$ cat config.mk
export PLATFORM = sky130hd
export DESIGN_NAME = cle_key_initiator
export DESIGN_NICKNAME = d
export VERILOG_FILES = /design/src/rtl/cle_key_initiator.sv
export SDC_FILE = /design/constraint.sdc
export NUM_CORES = 1
export LEC_CHECK = 0
export ABC_CLOCK_PERIOD_IN_PS = 4600
export BUFFER_PORTS_ARGS = -buffer_cell sky130_fd_sc_hd__buf_2
export CORE_UTILIZATION = 25
export DETAILED_ROUTE_END_ITERATION = 10
export SLEW_MARGIN = 20
export SYNTH_ARGS = -nofsm -noshare
export SYNTH_HDL_FRONTEND = slang
export SYNTH_SLANG_ARGS = --single-unit
$ cat constraint.sdc
create_clock -name clk -period 4.6 [get_ports clk]
set_input_delay 0.23 -clock clk [delete_from_list [all_inputs] [get_ports clk]]
set_output_delay 0.23 -clock clk [all_outputs]
set_load 0.03 [all_outputs]
$ cat src/rtl/cle_key_initiator.sv
// Host-side initiator for the CLE serial key window: issues the unlock nibble
// sequence, then NBITS read strobes capturing SDRD, and compares against a key.
module cle_key_initiator #(
    parameter int          NBITS      = 16,
    parameter int          STROBE_CYC = 2,
    parameter logic [15:0] UNLOCK_SEQ = 16'h28A9,
    parameter logic [3:0]  READ_NIB   = 4'h0
) (
    input  logic             clk,
    input  logic             rst_n,
    input  logic             start,
    input  logic             abort,
    input  logic [NBITS-1:0] expected,
    input  logic             sdrd,
    output logic             sser,
    output logic             ba13,
    output logic             ba12,
    output logic [3:0]       ba_nib,
    output logic             br_w,
    output logic             busy,
    output logic             done,
    output logic             aborted,
    output logic [NBITS-1:0] result,
    output logic             match
);

    typedef enum logic [2:0] {IDLE, SETUP, STROBE, RECOVER, FINISH} state_t;

    localparam logic [3:0] STROBE_LAST = 4'(STROBE_CYC - 1);
    localparam logic [5:0] READ_LAST   = 6'(NBITS - 1);

    state_t           state_reg, state_next;
    logic             phase_reg;          // 0: unlock nibbles, 1: data reads
    logic [5:0]       step_reg;
    logic [3:0]       strobe_cnt_reg;
    logic             abort_pend_reg;
    logic [NBITS-1:0] result_reg;
    logic             match_reg;
    logic             aborted_reg;

    logic strobe_last;
    logic unlock_last;
    logic read_last;
    logic abort_now;
    logic [3:0] nib_sel;

    assign strobe_last = (state_reg == STROBE) && (strobe_cnt_reg == STROBE_LAST);
    assign unlock_last = !phase_reg && (step_reg == 6'd3);
    assign read_last   = phase_reg && (step_reg == READ_LAST);
    // An abort seen in SETUP/STROBE is remembered and acted on in RECOVER.
    assign abort_now   = abort || abort_pend_reg;

    always_comb begin
        nib_sel = READ_NIB;
        if (!phase_reg) begin
            case (step_reg[1:0])
                2'd0:    nib_sel = UNLOCK_SEQ[15:12];
                2'd1:    nib_sel = UNLOCK_SEQ[11:8];
                2'd2:    nib_sel = UNLOCK_SEQ[7:4];
                default: nib_sel = UNLOCK_SEQ[3:0];
            endcase
        end
    end

    always_ff @(posedge clk) begin
        if (!rst_n) begin
            state_reg <= IDLE;
        end else begin
            state_reg <= state_next;
        end
    end

    always_comb begin
        state_next = state_reg;
        case (state_reg)
            IDLE:    if (start) state_next = SETUP;
            SETUP:   state_next = abort ? RECOVER : STROBE;
            STROBE:  if (abort || strobe_last) state_next = RECOVER;
            RECOVER: begin
                if (abort_now)      state_next = IDLE;
                else if (read_last) state_next = FINISH;
                else                state_next = SETUP;
            end
            FINISH:  state_next = IDLE;
            default: state_next = IDLE;
        endcase
    end

    always_ff @(posedge clk) begin
        if (!rst_n) begin
            phase_reg      <= 1'b0;
            step_reg       <= '0;
            strobe_cnt_reg <= '0;
            abort_pend_reg <= 1'b0;
            result_reg     <= '0;
            match_reg      <= 1'b0;
            aborted_reg    <= 1'b0;
        end else begin
            aborted_reg <= 1'b0;
            case (state_reg)
                IDLE: begin
                    if (start) begin
                        phase_reg      <= 1'b0;
                        step_reg       <= '0;
                        abort_pend_reg <= 1'b0;
                        result_reg     <= '0;
                        match_reg      <= 1'b0;
                    end
                end
                SETUP: begin
                    strobe_cnt_reg <= '0;
                    if (abort) abort_pend_reg <= 1'b1;
                end
                STROBE: begin
                    strobe_cnt_reg <= strobe_cnt_reg + 4'd1;
                    if (abort) begin
                        abort_pend_reg <= 1'b1;
                    end else if (strobe_last && phase_reg) begin
                        result_reg <= {result_reg[NBITS-2:0], sdrd};
                    end
                end
                RECOVER: begin
                    if (abort_now) begin
                        aborted_reg    <= 1'b1;
                        match_reg      <= 1'b0;
                        abort_pend_reg <= 1'b0;
                    end else if (unlock_last) begin
                        phase_reg  <= 1'b1;
                        step_reg   <= '0;
                        result_reg <= '0;
                    end else begin
                        step_reg <= step_reg + 6'd1;
                        // Final bit is already in result_reg here, so match is valid with done.
                        if (read_last) match_reg <= (result_reg == expected);
                    end
                end
                default: ;
            endcase
        end
    end

    always_comb begin
        sser   = 1'b1;
        ba13   = 1'b0;
        ba12   = 1'b0;
        ba_nib = 4'h0;
        br_w   = 1'b0;
        busy   = 1'b0;
        done   = 1'b0;
        case (state_reg)
            SETUP, STROBE, RECOVER: begin
                ba12   = 1'b1;
                br_w   = 1'b1;
                busy   = 1'b1;
                ba_nib = nib_sel;
                sser   = (state_reg != STROBE);
            end
            FINISH:  done = 1'b1;
            default: ;
        endcase
    end

    assign aborted = aborted_reg;
    assign result  = result_reg;
    assign match   = match_reg;

endmodule

==> results of run 1 <==
-- final timing paths --
kind	start	to	slack (ns)	depth (start not counted)
setup / recovery	state_reg[0]$_SDFFE_PN0P_	step_reg[5]$_SDFFE_PN0P_	2.27	4
hold / removal	sdrd	result[0]$_SDFFE_PN0P_	0.19	3
setup reg to reg	state_reg[0]$_SDFFE_PN0P_	step_reg[5]$_SDFFE_PN0P_	2.27	4
hold reg to reg	result[15]$_SDFFE_PN0P_	result[15]$_SDFFE_PN0P_	0.50	2
-- worst max-delay path, delay by kind of cell (launching register included) --
family	cells	cell delay [ns]
AND/OR/NAND/NOR	2	0.76
AO/OA/AOI/OAI	2	0.66
flip-flops	1	0.80
-- layout make-up --
class,instances,area share (%)
multi-input cells,167,48.96
clock inverters,3,2.764
repair buffers,47,10.42
clock buffers,5,2.924
well taps,102,5.423
flip-flops and latches,33,28.07
inverters,9,1.435
-- cells by family after synthesis --
group                      after synthesis
xor gates and xnor gates                22
muxes                                   17
buffers and inverters                   28
AOI/OAI and AO/OA                       32
and+or+nand+nor                         89
other                                    1
DFF                                     33
adders and majority gates                5
-- synth_stat cells (2+ instances only) --
cell and instances:
a211oi_1 5, a21o_1 2, a21oi_1 5, a22oi_1 2, and2_1 2, and3_1 3
buf_2 2, buf_4 4, buf_6 3, clkbuf_1 6, dfxtp_1 33, ha_1 5
inv_1 9, mux2i_1 17, nand2_1 34, nand2b_1 4, nand3_1 4, nand4_1 6
nor2_1 16, nor2b_1 5, nor3_1 6, o21ai_0 4, xnor2_1 22
-- stage by stage --
| stage | total power, mW | cell area [µm²] | hold WS (ns) |
|---|---|---|---|
| 6_report | 0.8498 | 2354 | 0.1852 |
| 5_1_grt | 0.8873 | 2354 | 0.1774 |
| 4_1_cts | 0.8527 | 2338 | 0.1785 |
| 3_5_place_dp | 0.5268 | 2205 | 0.4854 |
| 3_3_place_gp | 0.5236 | 2205 | 0.4835 |
| 2_1_floorplan | 0.5020 | 1979 | 0.3722 |
-- cell usage in the layout, fill, tap and decap left out, types with 6 or more instances in the layout --
master,count
nand4_1,6
xnor2_1,22
mux2i_1,17
inv_1,9
nand2_1,34
nor3_1,6
dfxtp_1,33
nor2_1,16
buf_2,46
-- routing by layer --
metal  wire [µm]  global-route usage (%)
met1        2112                   13.59
met2        2151                   18.31
met3         101                   2.694
met4          79                   4.365
met5           0                       0
-- power by group through the flow --
stage / logic, mW / registers (mW) / clock network, mW
floorplan: 0.190 / 0.312 / 0
global placement: 0.192 / 0.332 / 0
detailed placement: 0.194 / 0.333 / 0
CTS: 0.195 / 0.326 / 0.332
global route: 0.215 / 0.330 / 0.343
finish: 0.198 / 0.327 / 0.325
==> out/results.ini, run 1 <==
[outcome]
status=completed

[yosys]
synthesis.area_um2=1976
synth_edf_count=0
ys.flop_type=dfxtp_1
yosys.area_share.simple_pct=22.93
ys_types=51
synth_top_family_by_area=simple AND/OR/NAND/NOR gates
netlist_instances=227
syn_avg_cell_area_um2=8.703
ys_seq_area_share_pct=33.44
synth_mux_area_share_pct=8.613
synth_compound_gate_area_share_pct=13.49
synthAdderAreaFrac_pct=3.167
synth_area_leaders=dfxtp_1, xnor2_1, mux2i_1
synth_xor_area_share_pct=9.753
yosys_warnings=0
synth_largest_area_cell=dfxtp_1
synth_top_cell_area_share_pct=33.44
yosys_register_bits=33
synthArstFlopShare_pct=0

[critical_path]
worst_ep_required_time_ns=4.78
arrival_ns=2.50
critPathMaxFanout=23
slowest_stage=dfxtp_1
path_class=reg2reg
worstPathCellList=or4bb_1 -> a21oi_1 -> a21bo_2 -> nor2_1
max_stage_delay_ns=0.80
crit_path_start_kind=register
worst_setup_path_end_kind=register

[floorplan]
io_pins=49
dieArea_um2=8262
start_util_pct=25.70
die_height_um=90.90
core_um2=7687
die_w_um=90.90
num_rows=32

[cells_and_area]
final_layout_size_suffix_gt1_share_pct=24.24
multiInputGateArea_um2=1152
areaGrowthSynthToFinish_pct=19.13
stdcell_count=366
largest_reg_flops=16
final_util_pct=30.62
fillerInstances=827
fin_nets=289
seqCellArea_um2=660.6
n_antenna_cell=0

[place]
placedCellCount=357
io_buffers=46
dp_hpwl_um=3165
dpl_worst_slack_ns=2.218
routabilityCongestion=0.7770

[timing]
fin_setup_tns_ns=0
setup_viol_count_final=0
layout_setup_ws_ns=2.273
rsz0062_at_grt=false
slew_headroom_pct=44.26
hold_violations=0
skew_ns=0.005661
fmax_mhz=429.8
min_period_ns=2.327
finalCritPeriodShare_pct=50.58
tightest_slew_ns=0.8349
slew_violations=0

[clock_tree]
htree_levels=2
post_cts_buffers=0
cts_tree=done
clk_pin_slew_ns=0.07
numCtsBuffers=5
cts_resized=0
clock_path_buffers=2
cts_hold_buf=0
cts_sinks=33
worstSkewPairLatency_ns=0.28
cts_root_buf=clkbuf_8

[global_route]
grt_pass1_wl_um=7182
grt_use_total_pct=11.00
grt_start_max_net_pins=28
gr-total-overflow=0
antenna_found_initial=0
grt_pass1_vias=1468

[power_and_ir_drop]
p_int_mw=0.5955
power_leakage_nw=0.9237
p_seq_share_pct=38.5
powerDensity_nw_per_um2=361.1
irDropWorstVdd_uv=135.2
sw_frac_of_total_pct=29.92
p_comb_share_pct=23.3
p_sw_mw=0.2543
clkPwrFrac_pct=38.2

[routing]
drtIter0Drc=78
routed_wl_um=4444
vias_per_cell=4.484
final_antenna_net_count=0
wl_per_cell_um=12.14
vias=1641
drc=0
dr.pass1.iters=4

[job]
max_cap_viol_count=0

[hold_path]
hp-class=in2reg

Note: power is estimated with default switching activity, not from simulation.
==> inputs of run 2 (changes only) <==
Settings changed: ABC_CLOCK_PERIOD_IN_PS 4600 to 2100.
Clock period 4.6 ns to 2.1 ns, I/O delays scaled along.
==> out/results.ini, run 2 (synthesis results as in run 1) <==
[floorplan]
die_w_um=90.90
die_height_um=90.90
num_rows=32
core_um2=7687
dieArea_um2=8262
io_pins=49
start_util_pct=25.70

[clock_tree]
cts_sinks=33
cts_resized=0
cts_tree=done
cts_hold_buf=0
cts_root_buf=clkbuf_8
clock_path_buffers=2
post_cts_buffers=0
clk_pin_slew_ns=0.06
worstSkewPairLatency_ns=0.28
htree_levels=2
numCtsBuffers=5

[cells_and_area]
fin_nets=295
areaGrowthSynthToFinish_pct=18.62
largest_reg_flops=16
stdcell_count=370
layout_commonest_cell=buf_2
final_layout_size_suffix_gt1_share_pct=25.37
n_antenna_cell=0
mostFrequentLayoutCells=buf_2, nand2_1, dfxtp_1, xnor2_1, mux2i_1

[power_and_ir_drop]
finalPower_mw=1.610
power_leakage_nw=0.9285
powerDensity_nw_per_um2=687.0
irDropWorstVdd_uv=185.4

[timing]
fin_setup_tns_ns=0
rsz0062_at_grt=false
fmax_mhz=518.2
hold_violations=0
min_period_ns=1.930
slew_violations=0
setup_viol_count_final=0
hold_slack_ns=0.06138
layout_setup_ws_ns=0.1703
skew_ns=0.002861
finalCritPeriodShare_pct=91.89

[place]
dpl_worst_slack_ns=0.1905
dp_hpwl_um=3260
placedCellCount=364
io_buffers=46
routabilityCongestion=0.7819

[job]
max_cap_viol_count=0

[critical_path]
crit_path_start_kind=register
path_class=reg2reg
worst_ep_required_time_ns=2.31
slowest_stage=dfxtp_1
worst_setup_path_end_kind=register
worstPathCellList=ha_1 -> nor4b_4 -> nand3_2 -> a311oi_4 -> buf_12 -> mux2i_1
max_stage_delay_ns=0.43
arrival_ns=2.14
critPathMaxFanout=16

[global_route]
grt_start_max_net_pins=27
antenna_found_initial=0
gr-total-overflow=0
grt_pass1_wl_um=7231
grt_use_total_pct=10.72
grt_pass1_vias=1526

[routing]
dr.pass1.iters=4
drtIter0Drc=84
vias_per_cell=4.511
wl_per_cell_um=11.77
routed_wl_um=4355
final_antenna_net_count=0
drc=0
vias=1669

[outcome]
status=completed

[hold_path]
hp-class=in2reg

[run 2: changes by cell type in the layout (fill, tap and decap cells not counted), sizes merged]
cell / before / now
bufinv: 2 / 0
buf: 47 / 53
[run 2: power by group]
group	leakage (nW)	internal, mW	switching (mW)
Clock	0.0399	0.218	0.217
Combinational	0.622	0.205	0.289
Sequential	0.267	0.649	0.0326
[run 2: path summary, 6_finish.rpt]
path	from	end	slack (ns)	cells after the start
worst min-delay path	sdrd	result[0]$_SDFFE_PN0P_	0.06	3
worst max register to register	step_reg[1]$_SDFFE_PN0P_	result[15]$_SDFFE_PN0P_	0.17	6
worst max-delay path	step_reg[1]$_SDFFE_PN0P_	result[15]$_SDFFE_PN0P_	0.17	6
worst min register to register	match$_SDFFE_PN0P_	match$_SDFFE_PN0P_	0.49	1
[run 2: area by class of cell]
class	count	area (µm²)
sequential	33	660.6
clock buffer	5	68.82
clock inverter	1	5.005
timing repair buffer	53	295.3
tap	102	127.6
multi-input combinational	167	1152
fill	841	5344
inverter	9	33.78
[run 2: per-layer routing]
| layer | share of wire [%] | GRT usage [%] | vias up |
|---|---|---|---|
| li1 | - | - | 843 |
| met1 | 47 | 13.02 | 799 |
| met2 | 49 | 18.31 | 23 |
| met3 | 3.0 | 2.441 | 4 |
| met4 | 1.1 | 4.101 | 0 |
| met5 | 0 | 0 | - |
[run 2: per-stage QoR]
step | util [%] | instance area (µm²)
2_1_floorplan | - | 1979
3_3_place_gp | 29.52 | 2270
3_5_place_dp | 29.52 | 2270
4_1_cts | 30.49 | 2344
5_1_grt | 30.49 | 2344
6_report | 30.49 | 2344
[run 2: worst max-delay path: cells and delay by family (launching register included)]
family,cells,cell delay [ns]
multiplexers,1,0.20
buffers and inverters,1,0.21
flip-flops,1,0.43
adder cells (fa/ha/maj),1,0.26
AND/OR/NAND/NOR,2,0.39
AO/OA/AOI/OAI,1,0.36
